$ cat config.mk
export PLATFORM = sky130hd
export DESIGN_NAME = seg7_scan_driver
export DESIGN_NICKNAME = d
export VERILOG_FILES = /design/src/rtl/seg7_pkg.sv /design/src/rtl/seg7_hex_decode.sv /design/src/rtl/seg7_scan_driver.sv
export SDC_FILE = /design/constraint.sdc
export NUM_CORES = 1
export LEC_CHECK = 0
export ABC_AREA = 1
export BUFFER_PORTS_ARGS = -buffer_cell sky130_fd_sc_hd__buf_2
export CORE_AREA = 2 2 104 86
export CTS_BUF_LIST = sky130_fd_sc_hd__clkbuf_4
export CTS_CLUSTER_SIZE = 14
export DETAILED_ROUTE_END_ITERATION = 8
export DIE_AREA = 0 0 106 88
export SLEW_MARGIN = 10
export SYNTH_ARGS = -nofsm -noshare
export SYNTH_HDL_FRONTEND = slang
export SYNTH_SLANG_ARGS = --single-unit
$ cat constraint.sdc
create_clock -name clk -period 4.2 [get_ports clk]
set_clock_uncertainty 0.05 [all_clocks]
set_input_delay 0.21 -clock clk [delete_from_list [all_inputs] [get_ports clk]]
set_output_delay 0.21 -clock clk [all_outputs]
set_load 0.005 [all_outputs]
$ cat src/rtl/seg7_pkg.sv
// Shared encodings and the hex-to-segment table for the 4-digit scan driver.
// Optional build macro used by seg7_scan_driver: SEG7_LEADING_ZERO_BLANK_EN.
package seg7_pkg;

    localparam int unsigned DIGITS = 4;
    localparam int unsigned NIB_W  = 4;
    localparam int unsigned DATA_W = DIGITS * NIB_W;
    localparam int unsigned OUT_W  = DIGITS + 8;

    localparam logic ST_BLANK = 1'b0;
    localparam logic ST_DRIVE = 1'b1;

    typedef enum logic {
        BLANK = ST_BLANK,
        DRIVE = ST_DRIVE
    } seg7_state_e;

    localparam logic [OUT_W-1:0] OUT_OFF = 12'hFFF;

    // Active-high {g,f,e,d,c,b,a} pattern for one hex nibble.
    function automatic logic [6:0] hex7(input logic [3:0] nib);
        logic [6:0] seg;
        seg = 7'h00;
        unique case (nib)
            4'h0: seg = 7'h3F;
            4'h1: seg = 7'h06;
            4'h2: seg = 7'h5B;
            4'h3: seg = 7'h4F;
            4'h4: seg = 7'h66;
            4'h5: seg = 7'h6D;
            4'h6: seg = 7'h7D;
            4'h7: seg = 7'h07;
            4'h8: seg = 7'h7F;
            4'h9: seg = 7'h6F;
            4'hA: seg = 7'h77;
            4'hB: seg = 7'h7C;
            4'hC: seg = 7'h39;
            4'hD: seg = 7'h5E;
            4'hE: seg = 7'h79;
            4'hF: seg = 7'h71;
            default: seg = 7'h00;
        endcase
        return seg;
    endfunction

endpackage

$ cat src/rtl/seg7_hex_decode.sv
// Combinational nibble + decimal point to active-low {dp,g..a} segment byte.
module seg7_hex_decode
    import seg7_pkg::*;
(
    input  logic [3:0] nibble_i,
    input  logic       dp_i,
    output logic [7:0] seg_c_o
);

    assign seg_c_o = ~{dp_i, hex7(nibble_i)};

endmodule

$ cat src/rtl/seg7_scan_driver.sv
// Tear-free 4-digit common-anode 7-segment scanner with per-slot dead time.
// Build macro SEG7_LEADING_ZERO_BLANK_EN suppresses leading zero digits.
module seg7_scan_driver
    import seg7_pkg::*;
#(
    parameter int unsigned DIGIT_CYCLES = 50000,
    parameter int unsigned BLANK_CYCLES = 16,
    parameter int unsigned CNT_W        = 16
) (
    input  logic        clk,
    input  logic        reset,
    input  logic        wr_en,
    input  logic [15:0] wr_data,
    input  logic [3:0]  wr_dp,
    output logic [11:0] out,
    output logic        frame_tick,
    output logic        pending
);

    logic [CNT_W-1:0]  cnt_q, cnt_d;
    logic [1:0]        idx_q, idx_d;
    seg7_state_e       state_q, state_d;
    logic [DATA_W-1:0] shadow_q, active_q;
    logic [DIGITS-1:0] shadow_dp_q, active_dp_q;
    logic              pending_q;
    logic              tick_q;
    logic [OUT_W-1:0]  out_q, out_d;

    logic              cnt_last;
    logic              frame_end;
    logic [3:0]        cur_nib;
    logic              cur_dp;
    logic [7:0]        cur_seg;
    logic              lz_blank;

    seg7_hex_decode u_dec (
        .nibble_i (cur_nib),
        .dp_i     (cur_dp),
        .seg_c_o  (cur_seg)
    );

    // Slot timing, state decode and the next pin pattern.
    always_comb begin
        cnt_last  = (cnt_q == CNT_W'(DIGIT_CYCLES - 1));
        frame_end = cnt_last && (idx_q == 2'd3);
        cnt_d     = cnt_last ? '0 : cnt_q + CNT_W'(1);
        idx_d     = cnt_last ? idx_q + 2'd1 : idx_q;
        state_d   = (cnt_d < CNT_W'(BLANK_CYCLES)) ? BLANK : DRIVE;
        cur_nib   = active_q[{idx_q, 2'b00} +: 4];
        cur_dp    = active_dp_q[idx_q];
        lz_blank  = 1'b0;
`ifdef SEG7_LEADING_ZERO_BLANK_EN
        unique case (idx_q)
            2'd1:    lz_blank = (active_q[15:4]  == 12'h000) && !active_dp_q[1];
            2'd2:    lz_blank = (active_q[15:8]  == 8'h00)   && !active_dp_q[2];
            2'd3:    lz_blank = (active_q[15:12] == 4'h0)    && !active_dp_q[3];
            default: lz_blank = 1'b0;
        endcase
`endif
        out_d = OUT_OFF;
        if (state_q == DRIVE) begin
            out_d = {~(4'b0001 << idx_q), lz_blank ? 8'hFF : cur_seg};
        end
    end

    // A write in the same cycle as a reload lands in the shadow and keeps pending set.
    always_ff @(posedge clk) begin
        if (reset) begin
            cnt_q       <= '0;
            idx_q       <= 2'd0;
            state_q     <= BLANK;
            shadow_q    <= '0;
            shadow_dp_q <= '0;
            active_q    <= '0;
            active_dp_q <= '0;
            pending_q   <= 1'b0;
            tick_q      <= 1'b0;
            out_q       <= OUT_OFF;
        end else begin
            cnt_q   <= cnt_d;
            idx_q   <= idx_d;
            state_q <= state_d;
            out_q   <= out_d;
            tick_q  <= frame_end;
            if (frame_end && pending_q) begin
                active_q    <= shadow_q;
                active_dp_q <= shadow_dp_q;
                pending_q   <= 1'b0;
            end
            if (wr_en) begin
                shadow_q    <= wr_data;
                shadow_dp_q <= wr_dp;
                pending_q   <= 1'b1;
            end
        end
    end

    assign out        = out_q;
    assign frame_tick = tick_q;
    assign pending    = pending_q;

endmodule
==> flow_summary_export.csv, run 1 <==
group,metric,value,unit
run_status,run_status,"finished, final reports clean",
power_and_ir_drop,p_total,0.00122,W
logic_synthesis,synth_top_family_by_area,"simple AND/OR/NAND/NOR gates",
sta,post_route_setup_tns,0,ps
logic_synthesis,synthArstFlopShare,0,%
floorplanning,initial_core_util,38.7,%
worst_setup_path,critical_path_peak_fanout,20,
logic_synthesis,synth-seq-cells,73,
global_routing,grt_pass1_vias,2746,
logic_synthesis,ys_seq_area_share,45.6,%
finish,areaGrowthSynthToFinish,18.3,%
logic_synthesis,mappedNetlistArea,3210,um^2
logic_synthesis,synthDistinctLibCells,31,
sta,setup_repair_after_global_routing_missed_its_margin,"no",
worst_setup_path,critPathRequiredTime,4470,ps
place,post-place-cells,580,
worst_setup_path,endpoint_kind,"register",
worst_hold_path,hp-class,"in2reg",
job,drv_cap,0,
logic_synthesis,synth_xor_xnor_area_share,0.273,%
sta,slew_viol_final,0,
drt,remaining_drc_errors,0,
finish,finish.net_count,532,
drt,finalWirelength,7090,um
drt,wire_per_inst,11.5,um
worst_setup_path,worst-endpoint-arrival,2530,ps
logic_synthesis,post_synthesis_compound_gate_area_fraction,11.2,%
floorplanning,fp.dieW,106,um
sta,worstMarginPinSlew,1120,ps
floorplanning,fp.dieH,88,um
global_routing,largest_net_degree_at_the_start_of_global_routing,46,
worst_setup_path,rr_worst_depth,6,
worst_setup_path,worstSetupStartpointType,"register",
worst_hold_path,worstHoldPathCells,2,
drt,drt-initial-drc-count,111,
finish,finish.cell_count_without_fillers,616,
global_routing,grt_pass1_wl,12600,um
floorplanning,fp-row-count,30,
finish,nFillCells,871,
finish,drive_above_1_share,13.1,%
drt,vias,2884,
clock_network,clock_tree.root_cell,"clkbuf_4",
global_routing,sum_of_overflow_across_all_layers_after_global_routing,0,
finish,num_antenna_cells,0,
clock_network,cts.path.max_buffers,2,
logic_synthesis,synth_simple_gate_area_share,32.6,%
logic_synthesis,post_synth.cell_area_avg,7.18,um^2
clock_network,cts_resized,0,
power_and_ir_drop,ir_drop,0.204,mV
global_routing,antenna_found_initial,0,
global_routing,track_usage,17.0,%
sta,final_hold_viol_count,0,
logic_synthesis,post_synth_inst_count,447,
logic_synthesis,yosysWarnings,0,
sta,timing.slew.headroom,25.6,%
clock_network,cts_inserted_buffers,9,
clock_network,clkSlewWorstSetupHoldPaths,120,ps
clock_network,cts_tree,"built",
sta,setup_viol,0,
logic_synthesis,synth_nets,480,
logic_synthesis,synth-adder-area-share,3.90,%
clock_network,cts_htree_levels,3,
floorplanning,overall_die_area,9330,um^2
logic_synthesis,post_synth_mux_area_share,0,%
clock_network,post_cts_hold_fix_bufs,20,
logic_synthesis,dominantRegCellSynth,"dfxtp_1",
sta,post-route-min-period,2260,ps
clock_network,cts_sinks,73,
sta,fin_hold_ws,82.8,ps
drt,detail-route-antenna-nets,0,
floorplanning,pin_count,37,
sta,fmaxAchievable,0.443,GHz
floorplanning,coreArea,8300,um^2
power_and_ir_drop,power_leakage,1.65,nW
logic_synthesis,synth_enable_flop_cells,0,
drt,drtPass1Iterations,4,
clock_network,cts.repair_timing.setup_buffer_count,0,
place,gp_congestion,0.879,
clock_network,worst_skew_pair.late_latency,420,ps
place,numPortBuffers,36,
sta,post-route-period-util,53.8,%
worst_setup_path,critPathKind,"reg2reg",
place,hpwl,4920,um
drt,route.detailed.vias_per_inst,4.68,
power_and_ir_drop,power-per-cell-area,323,nW/um^2
-- worst paths after layout --
check | startpoint | slack, ps | to
max | cnt_q[10]$_SDFF_PP0_ | 1940 | active_q[7]$_SDFFE_PP0P_
min | reset | 80 | cnt_q[12]$_SDFF_PP0_
max reg2reg | cnt_q[10]$_SDFF_PP0_ | 1940 | active_q[7]$_SDFFE_PP0P_
min reg2reg | shadow_q[11]$_SDFFE_PP0P_ | 430 | active_q[11]$_SDFFE_PP0P_
-- sequential cells by signal, indices dropped and copies added (netlist names) --
register     count
shadow_q        16
active_dp_q      4
shadow_dp_q      4
idx_q            2
active_q        16
state_q          1
cnt_q           16
out             12
frame_tick       1
pending          1
-- per-stage QoR --
stage | area [um^2] | setup slack (ps) | util, %
floorplan | 3210 | 2560 | -
global placement | 3450 | 2000 | 41.6
detailed placement | 3450 | 1980 | 41.6
CTS | 3790 | 1940 | 45.7
global route | 3790 | 1550 | 45.7
finish | 3790 | 1940 | 45.7
-- per-layer routing --
metal	GRT usage, %	vias to the layer above	part of all wire, %
li1	-	1543	-
met1	23.2	1264	51
met2	26.4	71	42
met3	4.69	6	5.6
met4	5.38	0	0.90
met5	0	-	0
-- final cells by class --
class                   instances  area [um^2]  share of cell area (%)
well taps                     112          140                    3.69
flip-flops and latches         73         1460                    38.5
clock buffers                  10         75.1                    1.98
inverters                      35          133                    3.50
repair buffers                 56          380                    10.0
clock inverters                 6         67.6                    1.78
multi-input cells             324         1540                    40.5
-- synth_stat cells, types with 2 or more instances --
| cell | number | area [um^2] |
|---|---|---|
| o21ai_0 | 34 | 170 |
| buf_6 | 2 | 22.5 |
| inv_1 | 33 | 124 |
| ha_1 | 10 | 125 |
| nand4_1 | 5 | 31.3 |
| buf_2 | 2 | 10.0 |
| clkbuf_1 | 9 | 33.8 |
| o21ai_1 | 16 | 80.1 |
| nand2_4 | 2 | 22.5 |
| nand2_1 | 74 | 278 |
| nand2_2 | 3 | 18.8 |
| nor2_4 | 2 | 22.5 |
| nand3_1 | 26 | 130 |
| nor3_1 | 4 | 20.0 |
| nor2_2 | 3 | 18.8 |
| dfxtp_1 | 73 | 1460 |
| o211ai_1 | 6 | 45.0 |
| nor2_1 | 123 | 462 |
| a21oi_1 | 8 | 40.0 |
-- critical path, cell delays in order (launching register included) --
cell,delay [ps]
dfxtp_1,380
nor2_1,180
nand3_1,80
nor4_1,320
nand4_1,760
nor2_1,310
nor2_1,60
-- placed cells by master (no fill, tap or decap) --
cell type        n
dfxtp_1         73
clkbuf_4        10
inv_6            1
nor2_1         123
o21bai_1         1
or2_2            1
dlygate4sd3_1   20
nand2_4          2
buf_2           36
nor3_1           4
bufinv_16        1
clkinv_1         1
nand3_2          1
clkinv_2         2
clkinv_4         1
a21oi_1          8
xnor2_1          1
nand3_1         26
inv_1           33
nand2_2          3
o311ai_0         1
o21ai_1         16
nor3b_4          1
nor4_1           1
nor2_2           3
nor2_4           2
nand4_1          5
nand2_1         74
o211ai_1         6
clkinvlp_4       2
o21ai_0         34
o22ai_1          1
ha_1            10
-- power by group --
part           switching (W)  internal (W)  total (W)
clock               0.000255      0.000190   0.000445
combinational      0.0000302     0.0000307  0.0000609
sequential        0.00000972      0.000709   0.000718
-- logic make-up (layout without fill, tap and decap cells) --
| family | Yosys count | count (layout) |
|---|---|---|
| simple gates | 246 | 246 |
| flops | 73 | 73 |
| compound gates | 67 | 67 |
| buf+inv | 50 | 107 |
| fa+ha+maj | 10 | 10 |
| xor+xnor | 1 | 1 |
Note: power is estimated with default switching activity, not from simulation.
==> run 2: changes to the inputs <==
- clock period: 4.2 -> 2.1 ns (I/O delays scaled with it)
==> run 2 against run 1 <==
  * Register-to-register slack worse by 1700 ps
  * Largest cell class unchanged
  * Routed wire length about the same
  * Global-route usage down 0.75 points
==> flow_summary_export.csv, run 2 (synthesis results as in run 1) <==
group,metric,value,unit
floorplanning,fp-row-count,30,
clock_network,cts_sinks,73,
drt,drt-initial-drc-count,135,
finish,layout.cells.most_common_list,"123 x nor2_1, 74 x nand2_1, 73 x dfxtp_1",
drt,wire_per_inst,11.4,um
finish,biggestRegsByFlops,"active_q x16, cnt_q x16, shadow_q x16",
floorplanning,coreArea,8300,um^2
finish,drive_above_1_share,13.8,%
place,hpwl,4920,um
place,detailedPlace.worstSlack,299,ps
place,gp_congestion,0.893,
clock_network,cts_inserted_buffers,9,
sta,setup_repair_after_global_routing_missed_its_margin,"no",
floorplanning,fp.dieH,88,um
power_and_ir_drop,ir_drop,0.375,mV
worst_hold_path,hold-path-endpoint,"shadow_q[3]$_SDFFE_PP0P_",
sta,setup_viol,0,
sta,fin_hold_ws,113,ps
sta,post-route-min-period,1830,ps
finish,nFillCells,854,
worst_setup_path,endpoint_kind,"register",
sta,fmaxAchievable,0.547,GHz
clock_network,worst_skew_pair.late_latency,410,ps
power_and_ir_drop,power-per-cell-area,640,nW/um^2
floorplanning,pin_count,37,
power_and_ir_drop,power_leakage,1.67,nW
sta,layout_setup_ws,273,ps
global_routing,largest_net_degree_at_the_start_of_global_routing,45,
finish,finish.net_count,537,
worst_setup_path,worst_path_dominant_cell_family,"simple AND/OR/NAND/NOR gates",
drt,detail-route-antenna-nets,0,
worst_hold_path,worstHoldStart,"wr_en",
clock_network,clkSlewWorstSetupHoldPaths,130,ps
worst_setup_path,worstPathCellList,"ha_1, nand2_2, clkinv_2, nand2_4, nor2_4, nand2_4, nor3b_4, buf_4, o21ai_0, nor2_1",
worst_setup_path,rr_worst_depth,10,
clock_network,clock_tree.root_cell,"clkbuf_4",
run_status,run_status,"finished, final reports clean",
worst_setup_path,crit_path_frequent_cell,"nand2_4",
global_routing,antenna_found_initial,0,
clock_network,cts.repair_timing.setup_buffer_count,0,
worst_setup_path,source_of_the_worst_register_to_register_timing_path,"cnt_q[0]$_SDFF_PP0_",
drt,route.detailed.vias_per_inst,4.62,
floorplanning,overall_die_area,9330,um^2
global_routing,grt_pass1_vias,2663,
drt,vias,2868,
worst_hold_path,hp-class,"in2reg",
floorplanning,fp.dieW,106,um
finish,num_antenna_cells,0,
finish,ff_latch_area,1460,um^2
drt,remaining_drc_errors,0,
worst_setup_path,slowest_delay,390,ps
global_routing,grt_pass1_wl,12200,um
worst_setup_path,worst-endpoint-arrival,2130,ps
drt,finalWirelength,7080,um
finish,multiInputGateArea,1540,um^2
worst_setup_path,worst_r2r_endpoint,"active_q[10]$_SDFFE_PP0P_",
worst_setup_path,critPathKind,"reg2reg",
clock_network,cts.path.max_buffers,2,
place,numPortBuffers,36,
sta,post_route_setup_tns,0,ps
clock_network,cts_htree_levels,3,
worst_setup_path,reg2reg_setup_slack,270,ps
sta,post-route-period-util,87.0,%
global_routing,track_usage,16.3,%
worst_setup_path,worstSetupStartpointType,"register",
sta,timing.slew.headroom,53.5,%
sta,worstMarginPinSlew,696,ps
clock_network,cts_tree,"built",
global_routing,sum_of_overflow_across_all_layers_after_global_routing,0,
floorplanning,initial_core_util,38.7,%
worst_setup_path,cp.buffers_inverters,2,
job,drv_cap,0,
worst_hold_path,worstHoldPathCells,3,
sta,slew_viol_final,0,
worst_setup_path,critical_path_peak_fanout,20,
worst_setup_path,crit_path_top_delay_cell,"dfxtp_1",
worst_setup_path,critPathRequiredTime,2400,ps
finish,leading_cell_type_in_the_layout_fill_and_taps_excluded,"nor2_1",
finish,areaGrowthSynthToFinish,19.6,%
sta,final_hold_viol_count,0,
drt,drtPass1Iterations,4,
[run 2: cell types whose count changed in the layout (fill, tap and decap cells not counted)]
| cell | previous run | this run |
|---|---|---|
| clkbuf_4 | 10 | 9 |
| clkinv_4 | 1 | 2 |
| buf_4 | 0 | 4 |
| clkinvlp_4 | 2 | 1 |
| inv_6 | 1 | 2 |
| dlygate4sd3_1 | 20 | 21 |
[run 2: cell type report]
cell class	instances	area share, %
clock inverter	7	2.02
sequential	73	38.1
tap	112	3.65
inverter	35	3.46
multi-input combinational	324	40.1
timing repair buffer	61	11.0
clock buffer	9	1.76
[run 2: power by group]
group,internal [W],switching [W]
clock,0.000373,0.000523
combinational,0.0000636,0.0000617
sequential,0.00142,0.0000188
total,0.00185,0.000603
[run 2: layer usage]
layer	GRT usage, %	wire length (um)
met1	22.6	3830
met2	25.0	2870
met3	4.39	303
met4	4.67	78
met5	0	0
[run 2: timing repair]
| item | CTS | global route |
|---|---|---|
| endpoints found under the hold margin | 31 | 0 |
| hold buffers | 21 | 0 |
| resized for setup | 0 | 0 |
[run 2: how the worst max path moves through the flow]
stage / cells past startpoint / to / from
6_report: 10 / active_q[10]$_SDFFE_PP0P_ / cnt_q[0]$_SDFF_PP0_
5_1_grt: 10 / out[0]$_SDFF_PP1_ / idx_q[0]$_SDFFE_PP0N_
4_1_cts: 10 / active_q[10]$_SDFFE_PP0P_ / cnt_q[0]$_SDFF_PP0_
3_5_place_dp: 10 / active_q[10]$_SDFFE_PP0P_ / cnt_q[0]$_SDFF_PP0_
3_3_place_gp: 10 / active_q[10]$_SDFFE_PP0P_ / cnt_q[0]$_SDFF_PP0_
2_1_floorplan: 11 / out[0]$_SDFF_PP1_ / idx_q[0]$_SDFFE_PP0N_
[run 2: metrics by stage]
step                area [um^2]  total power (W)  std cells  utilization (%)
CTS                        3840          0.00249        621             46.2
finish                     3840          0.00246        621             46.2
global placement           3480          0.00156        584             42.0
floorplan                  3210          0.00152        447                -
detailed placement         3480          0.00156        584             42.0
global route               3840          0.00258        621             46.2
[run 2: worst register-to-register path, cell delays in order (launching register included)]
cell and delay (ps):
dfxtp_1 390, ha_1 200, nand2_2 90, clkinv_2 80
nand2_4 60, nor2_4 130, nand2_4 100, nor3b_4 170
buf_4 260, o21ai_0 120, nor2_1 120
